## config.mk

```make
export PLATFORM = sky130hd
export DESIGN_NAME = seg7_scan_display
export DESIGN_NICKNAME = d
export VERILOG_FILES = /design/src/rtl/seg7_scan_display.sv
export SDC_FILE = /design/constraint.sdc
export NUM_CORES = 1
export LEC_CHECK = 0
export CAP_MARGIN = 20
export CORE_MARGIN = 1.5
export CORE_UTILIZATION = 50
export CTS_BUF_LIST = sky130_fd_sc_hd__clkbuf_8
export DETAILED_ROUTE_END_ITERATION = 16
export GPL_TIMING_DRIVEN = 0
export PLACE_DENSITY = 0.86
export SYNTH_ARGS = -nofsm -noshare
export SYNTH_HDL_FRONTEND = slang
export SYNTH_SLANG_ARGS = --single-unit
```

## constraint.sdc

```tcl
create_clock -name CLK -period 2.2 [get_ports CLK]
set_input_delay 0.55 -clock CLK [delete_from_list [all_inputs] [get_ports CLK]]
set_output_delay 0.55 -clock CLK [all_outputs]
set_load 0.1 [all_outputs]
```

## src/rtl/seg7_scan_display.sv

```systemverilog
// seg7_scan_display
// Latches a 32-bit print value and scans it as 8 hex digits across a
// time-multiplexed, active-low 7-segment display. While the CPU is halted,
// the decimal point of digit 0 blinks.
//
// Optional build macro: SEG7_LZB_EN enables leading-zero blanking. Digit 0
// is never blanked. When the macro is undefined, all 8 digits are always
// driven.
module seg7_scan_display #(
    parameter int CLK_DIV     = 100000,
    parameter int BLINK_TICKS = 256
) (
    input  logic        CLK,
    input  logic        CLR,
    input  logic        load,
    input  logic [31:0] data,
    input  logic        halt,
    output logic [7:0]  AN,
    output logic [6:0]  SEG,
    output logic        DP
);

    localparam int DW = (CLK_DIV > 1) ? $clog2(CLK_DIV) : 1;
    localparam int BW = (BLINK_TICKS > 1) ? $clog2(BLINK_TICKS) : 1;
    localparam logic [DW-1:0] DIV_LAST   = DW'(CLK_DIV - 1);
    localparam logic [BW-1:0] BLINK_LAST = BW'(BLINK_TICKS - 1);

    logic [31:0]   shadow;
    logic [DW-1:0] div_cnt;
    logic [2:0]    idx;
    logic [BW-1:0] blink_cnt;
    logic          blink_ph;
    logic          tick;

    logic [3:0]    nibble;
    logic          blank;
    logic [7:0]    an_next;
    logic [6:0]    seg_next;
    logic          dp_next;

    function automatic logic [6:0] hex7(input logic [3:0] n);
        case (n)
            4'h0: hex7 = 7'h40;
            4'h1: hex7 = 7'h79;
            4'h2: hex7 = 7'h24;
            4'h3: hex7 = 7'h30;
            4'h4: hex7 = 7'h19;
            4'h5: hex7 = 7'h12;
            4'h6: hex7 = 7'h02;
            4'h7: hex7 = 7'h78;
            4'h8: hex7 = 7'h00;
            4'h9: hex7 = 7'h10;
            4'hA: hex7 = 7'h08;
            4'hB: hex7 = 7'h03;
            4'hC: hex7 = 7'h46;
            4'hD: hex7 = 7'h21;
            4'hE: hex7 = 7'h06;
            default: hex7 = 7'h0E;
        endcase
    endfunction

    assign tick = (div_cnt == DIV_LAST);

    // Shadow register: load only touches the displayed value, never the scan.
    always_ff @(posedge CLK) begin
        if (CLR)
            shadow <= '0;
        else if (load)
            shadow <= data;
    end

    // Refresh divider and scan index; idx advances once per digit slot.
    always_ff @(posedge CLK) begin
        if (CLR) begin
            div_cnt <= '0;
            idx     <= '0;
        end else begin
            div_cnt <= tick ? '0 : div_cnt + DW'(1);
            if (tick)
                idx <= idx + 3'd1;
        end
    end

    // Halt blink phase; held cleared whenever the CPU is running.
    always_ff @(posedge CLK) begin
        if (CLR || !halt) begin
            blink_cnt <= '0;
            blink_ph  <= 1'b0;
        end else if (tick) begin
            if (blink_cnt == BLINK_LAST) begin
                blink_cnt <= '0;
                blink_ph  <= ~blink_ph;
            end else begin
                blink_cnt <= blink_cnt + BW'(1);
            end
        end
    end

    // Next digit drive from the current scan slot and shadow value.
    always_comb begin
        nibble = shadow[{idx, 2'b00} +: 4];
`ifdef SEG7_LZB_EN
        blank  = (idx != 3'd0) && ((shadow >> {idx, 2'b00}) == 32'd0);
`else
        blank  = 1'b0;
`endif
        an_next  = blank ? 8'hFF : ~(8'b1 << idx);
        seg_next = blank ? 7'h7F : hex7(nibble);
        dp_next  = ~(halt & blink_ph & (idx == 3'd0));
    end

    // Registered pin drive; no input reaches a pin combinationally.
    always_ff @(posedge CLK) begin
        if (CLR) begin
            AN  <= 8'hFF;
            SEG <= 7'h7F;
            DP  <= 1'b1;
        end else begin
            AN  <= an_next;
            SEG <= seg_next;
            DP  <= dp_next;
        end
    end

endmodule
```

==> flow_metrics.py <==
metrics = {
    "logic_synthesis": {
        "ys.warnings.count": 0,
        "count_of_flip_flops_with_a_built_in_enable_after_synthesis": 0,
        "yosys_register_bits": 77,
        "yosys.cell_types.count": 57,
        "postSynthNetCount": 389,
        "synth-seq-area-share": 0.448,
        "post_synth_inst_count": 339,
        "synthesis.area_per_instance_um2": 10.1,
        "ys_async_sr_fraction": 0,
        "synth.cell_area_um2": 3440,
        "yosys_most_used_dff": "sky130_fd_sc_hd__dfxtp_1",
    },
    "worst_setup_path": {
        "slowest_delay_ns": 0.52,
        "cp-end-kind": "register",
        "setup.worst_path.class": "reg2reg",
        "worst_setup_path_start_kind": "register",
        "arrival_ns": 2.37,
        "timing.critical_path.required_ns": 2.43,
        "slowest_stage": "sky130_fd_sc_hd__mux4_2",
        "timing.reg2reg.worst_path_depth": 7,
        "crit_path_cell_trace": "buf_12, mux4_2, mux2_4, ha_2, a211o_1, o21ai_1, o21ai_1",
        "critPathMostFrequentCell": "sky130_fd_sc_hd__o21ai_1",
        "critPathMaxFanout": 6,
    },
    "timing": {
        "fin_ws_ns": 0.0598,
        "achievable_freq_ghz": 0.467,
        "maxSlewHeadroom": 0.367,
        "final_hold_viol_count": 0,
        "final.setup_skew_ns": 0.0113,
        "maxSlewViolCount": 0,
        "setup-violations-final": 0,
        "worst_pin_slew_ns": 0.953,
        "post-route-period-util": 0.973,
        "finalWorstPathRequiredPeriod_ns": 2.14,
    },
    "final_layout": {
        "finalNonFillerCells": 490,
        "nets": 455,
        "finish.utilization": 0.638,
        "layout_fillers": 549,
        "register_area_um2": 1550,
        "multi_input_comb_area_um2": 1800,
        "antenna_cells_inserted": 0,
        "final_cell_area_um2": 4290,
        "drive_above_1_share": 0.115,
        "syn_to_final_growth_pct": 24.7,
    },
    "pwr": {
        "vdd.ir_drop.worst_mv": 0.376,
        "p_leak_nw": 1.73,
        "p_per_area_nw_per_um2": 673,
    },
    "flow_run": {
        "max_cap_viols": 0,
    },
    "cts": {
        "cts.root.buffer_cell": "sky130_fd_sc_hd__clkbuf_8",
        "cts_hold_buf": 0,
        "clock_net_sink_count": 77,
        "clockBufferDepth": 2,
        "clkSlewWorstSetupHoldPaths_ns": 0.08,
        "worst_skew_pair.late_latency_ns": 0.35,
        "cts_inserted_buffers": 9,
        "cts_max_level": 3,
        "cts_tree": "done",
    },
    "min_path": {
        "hold_path.class": "reg2reg",
        "cell_depth_of_the_worst_min_delay_path": 1,
    },
    "die": {
        "initial_utilization": 0.512,
        "floorplan.io_pins": 52,
        "core-area_um2": 6720,
        "chipHeight_um": 85.9,
        "floorplan.rows": 30,
        "die_width_um": 85.9,
        "die_area_um2": 7380,
    },
    "drt": {
        "antenna_violating_nets_post_route": 0,
        "drt-initial-drc-count": 79,
        "drcViolationCount": 0,
        "drt-total-wl_um": 7240,
        "viasPerCell": 5.51,
        "per_cell_routed_wire_length_um": 14.8,
        "drt_pass_1_iters": 4,
        "dr_total_vias": 2701,
    },
    "placement": {
        "finalWeightedCongestion": 0.851,
        "port_buffers": 49,
        "dp_hpwl_um": 5190,
        "place_inst": 468,
        "area_after_detailed_placement_um2": 4030,
        "dpl_worst_slack_ns": -0.202,
    },
    "global_route": {
        "grt_pass1_vias": 2574,
        "grt_max_degree": 14,
        "globalRouteTotalUtil": 0.208,
        "grt_pass1_wl_um": 12000,
        "initial_antenna_violation_count": 0,
        "remaining_overflow_grt": 0,
    },
    "run_status": {
        "result_of_the_run": "completed",
    },
}
logic make-up after synthesis:
kind of cell | Yosys count | share of synthesized area
mux | 51 | 0.179
compound gates | 32 | 0.0692
xor+xnor | 19 | 0.0484
buf+inv | 23 | 0.0324
flops | 77 | 0.448
simple gates | 123 | 0.172
fa+ha+maj | 14 | 0.0510
cell usage after synthesis, types with 4 or more instances:
library cell	number	area, µm²
sky130_fd_sc_hd__nand2_1	21	78.8
sky130_fd_sc_hd__mux2i_1	40	400
sky130_fd_sc_hd__clkbuf_1	7	26.3
sky130_fd_sc_hd__ha_1	14	175
sky130_fd_sc_hd__xnor2_1	8	70.1
sky130_fd_sc_hd__o21ai_1	4	20.0
sky130_fd_sc_hd__nor2_1	61	229
sky130_fd_sc_hd__nand3_1	7	35.0
sky130_fd_sc_hd__and3_1	6	37.5
sky130_fd_sc_hd__mux4_2	4	90.1
sky130_fd_sc_hd__and4_1	4	35.0
sky130_fd_sc_hd__xor2_1	11	96.3
sky130_fd_sc_hd__nand4_1	5	31.3
sky130_fd_sc_hd__buf_2	5	25.0
sky130_fd_sc_hd__dfxtp_1	77	1540
sky130_fd_sc_hd__inv_1	7	26.3
path summary, 6_finish.rpt:
check | from | to | slack, ns
hold / removal | blink_ph$_SDFFE_PP0P_ | DP$_SDFF_PP1_ | 0.42
setup / recovery | idx[0]$_SDFFE_PP0N_ | SEG[0]$_SDFF_PP1_ | 0.06
hold reg to reg | blink_ph$_SDFFE_PP0P_ | DP$_SDFF_PP1_ | 0.42
setup reg to reg | idx[0]$_SDFFE_PP0N_ | SEG[0]$_SDFF_PP1_ | 0.06
cell usage in the layout (no fill, tap or decap), types with 6 or more instances in the layout:
master                            instances
sky130_fd_sc_hd__and3_1                   6
sky130_fd_sc_hd__buf_4                    7
sky130_fd_sc_hd__clkbuf_1                 7
sky130_fd_sc_hd__clkbuf_8                 9
sky130_fd_sc_hd__clkdlybuf4s50_1         33
sky130_fd_sc_hd__dfxtp_1                 76
sky130_fd_sc_hd__dlygate4sd2_1           16
sky130_fd_sc_hd__ha_1                    12
sky130_fd_sc_hd__inv_1                    8
sky130_fd_sc_hd__mux2i_1                 40
sky130_fd_sc_hd__nand2_1                 21
sky130_fd_sc_hd__nand3_1                  7
sky130_fd_sc_hd__nor2_1                  61
sky130_fd_sc_hd__xnor2_1                  8
sky130_fd_sc_hd__xor2_1                  11
power by group:
group          internal, mW  switching [mW]  leakage, nW  total (mW)
Clock                 0.517           0.521       0.0941        1.04
Combinational         0.153           0.223         1.00       0.376
Sequential             1.44          0.0254        0.631        1.47
critical path, delay by kind of cell, from the launching register on:
kind,cells,cell delay [ns]
buffers and inverters,1,0.13
adders and majority gates,1,0.21
muxes,2,0.86
AOI/OAI and AO/OA,3,0.43
DFF,1,0.39
layout make-up:
class / count / area share
Buffer: 14 / 0.0207
Clock buffer: 9 / 0.0289
Clock inverter: 7 / 0.0161
Inverter: 9 / 0.00934
Multi-Input combinational cell: 239 / 0.421
Sequential cell: 77 / 0.361
Tap cell: 80 / 0.0234
Timing Repair Buffer: 55 / 0.120
per-stage QoR:
stage / TNS [ns] / total power, mW / hold slack, ns
after CTS: 0 / 2.89 / 0.423
after global routing: -0.0184 / 2.99 / 0.435
after global placement: -0.391 / 1.87 / 0.400
final: 0 / 2.88 / 0.422
after floorplan: 0 / 1.75 / 0.383
after detailed placement: -0.627 / 1.88 / 0.403
per-layer routing:
| metal | GRT usage | part of all wire | vias up | routed length (µm) |
|---|---|---|---|---|
| met5 | 0 | 0 | - | 0 |
| met4 | 0.0909 | 0.017 | 0 | 123 |
| met3 | 0.0385 | 0.039 | 13 | 283 |
| met2 | 0.352 | 0.51 | 60 | 3660 |
| met1 | 0.258 | 0.44 | 1306 | 3170 |
| li1 | - | - | 1322 | - |
repair_timing:
| item | in CTS | in global routing |
|---|---|---|
| endpoints found under the setup margin | 22 | 3 |
| cloned | 0 | 0 |
| setup buffers | 0 | 6 |
| resized for setup | 25 | 5 |
| pin swaps | 0 | 1 |
state kept, by name, indices dropped and copies added, names as in the netlist:
name	flops
AN	8
DP	1
SEG	7
blink_cnt	8
blink_ph	1
div_cnt	17
idx	3
shadow	32
(Power assumes the default switching activity.)
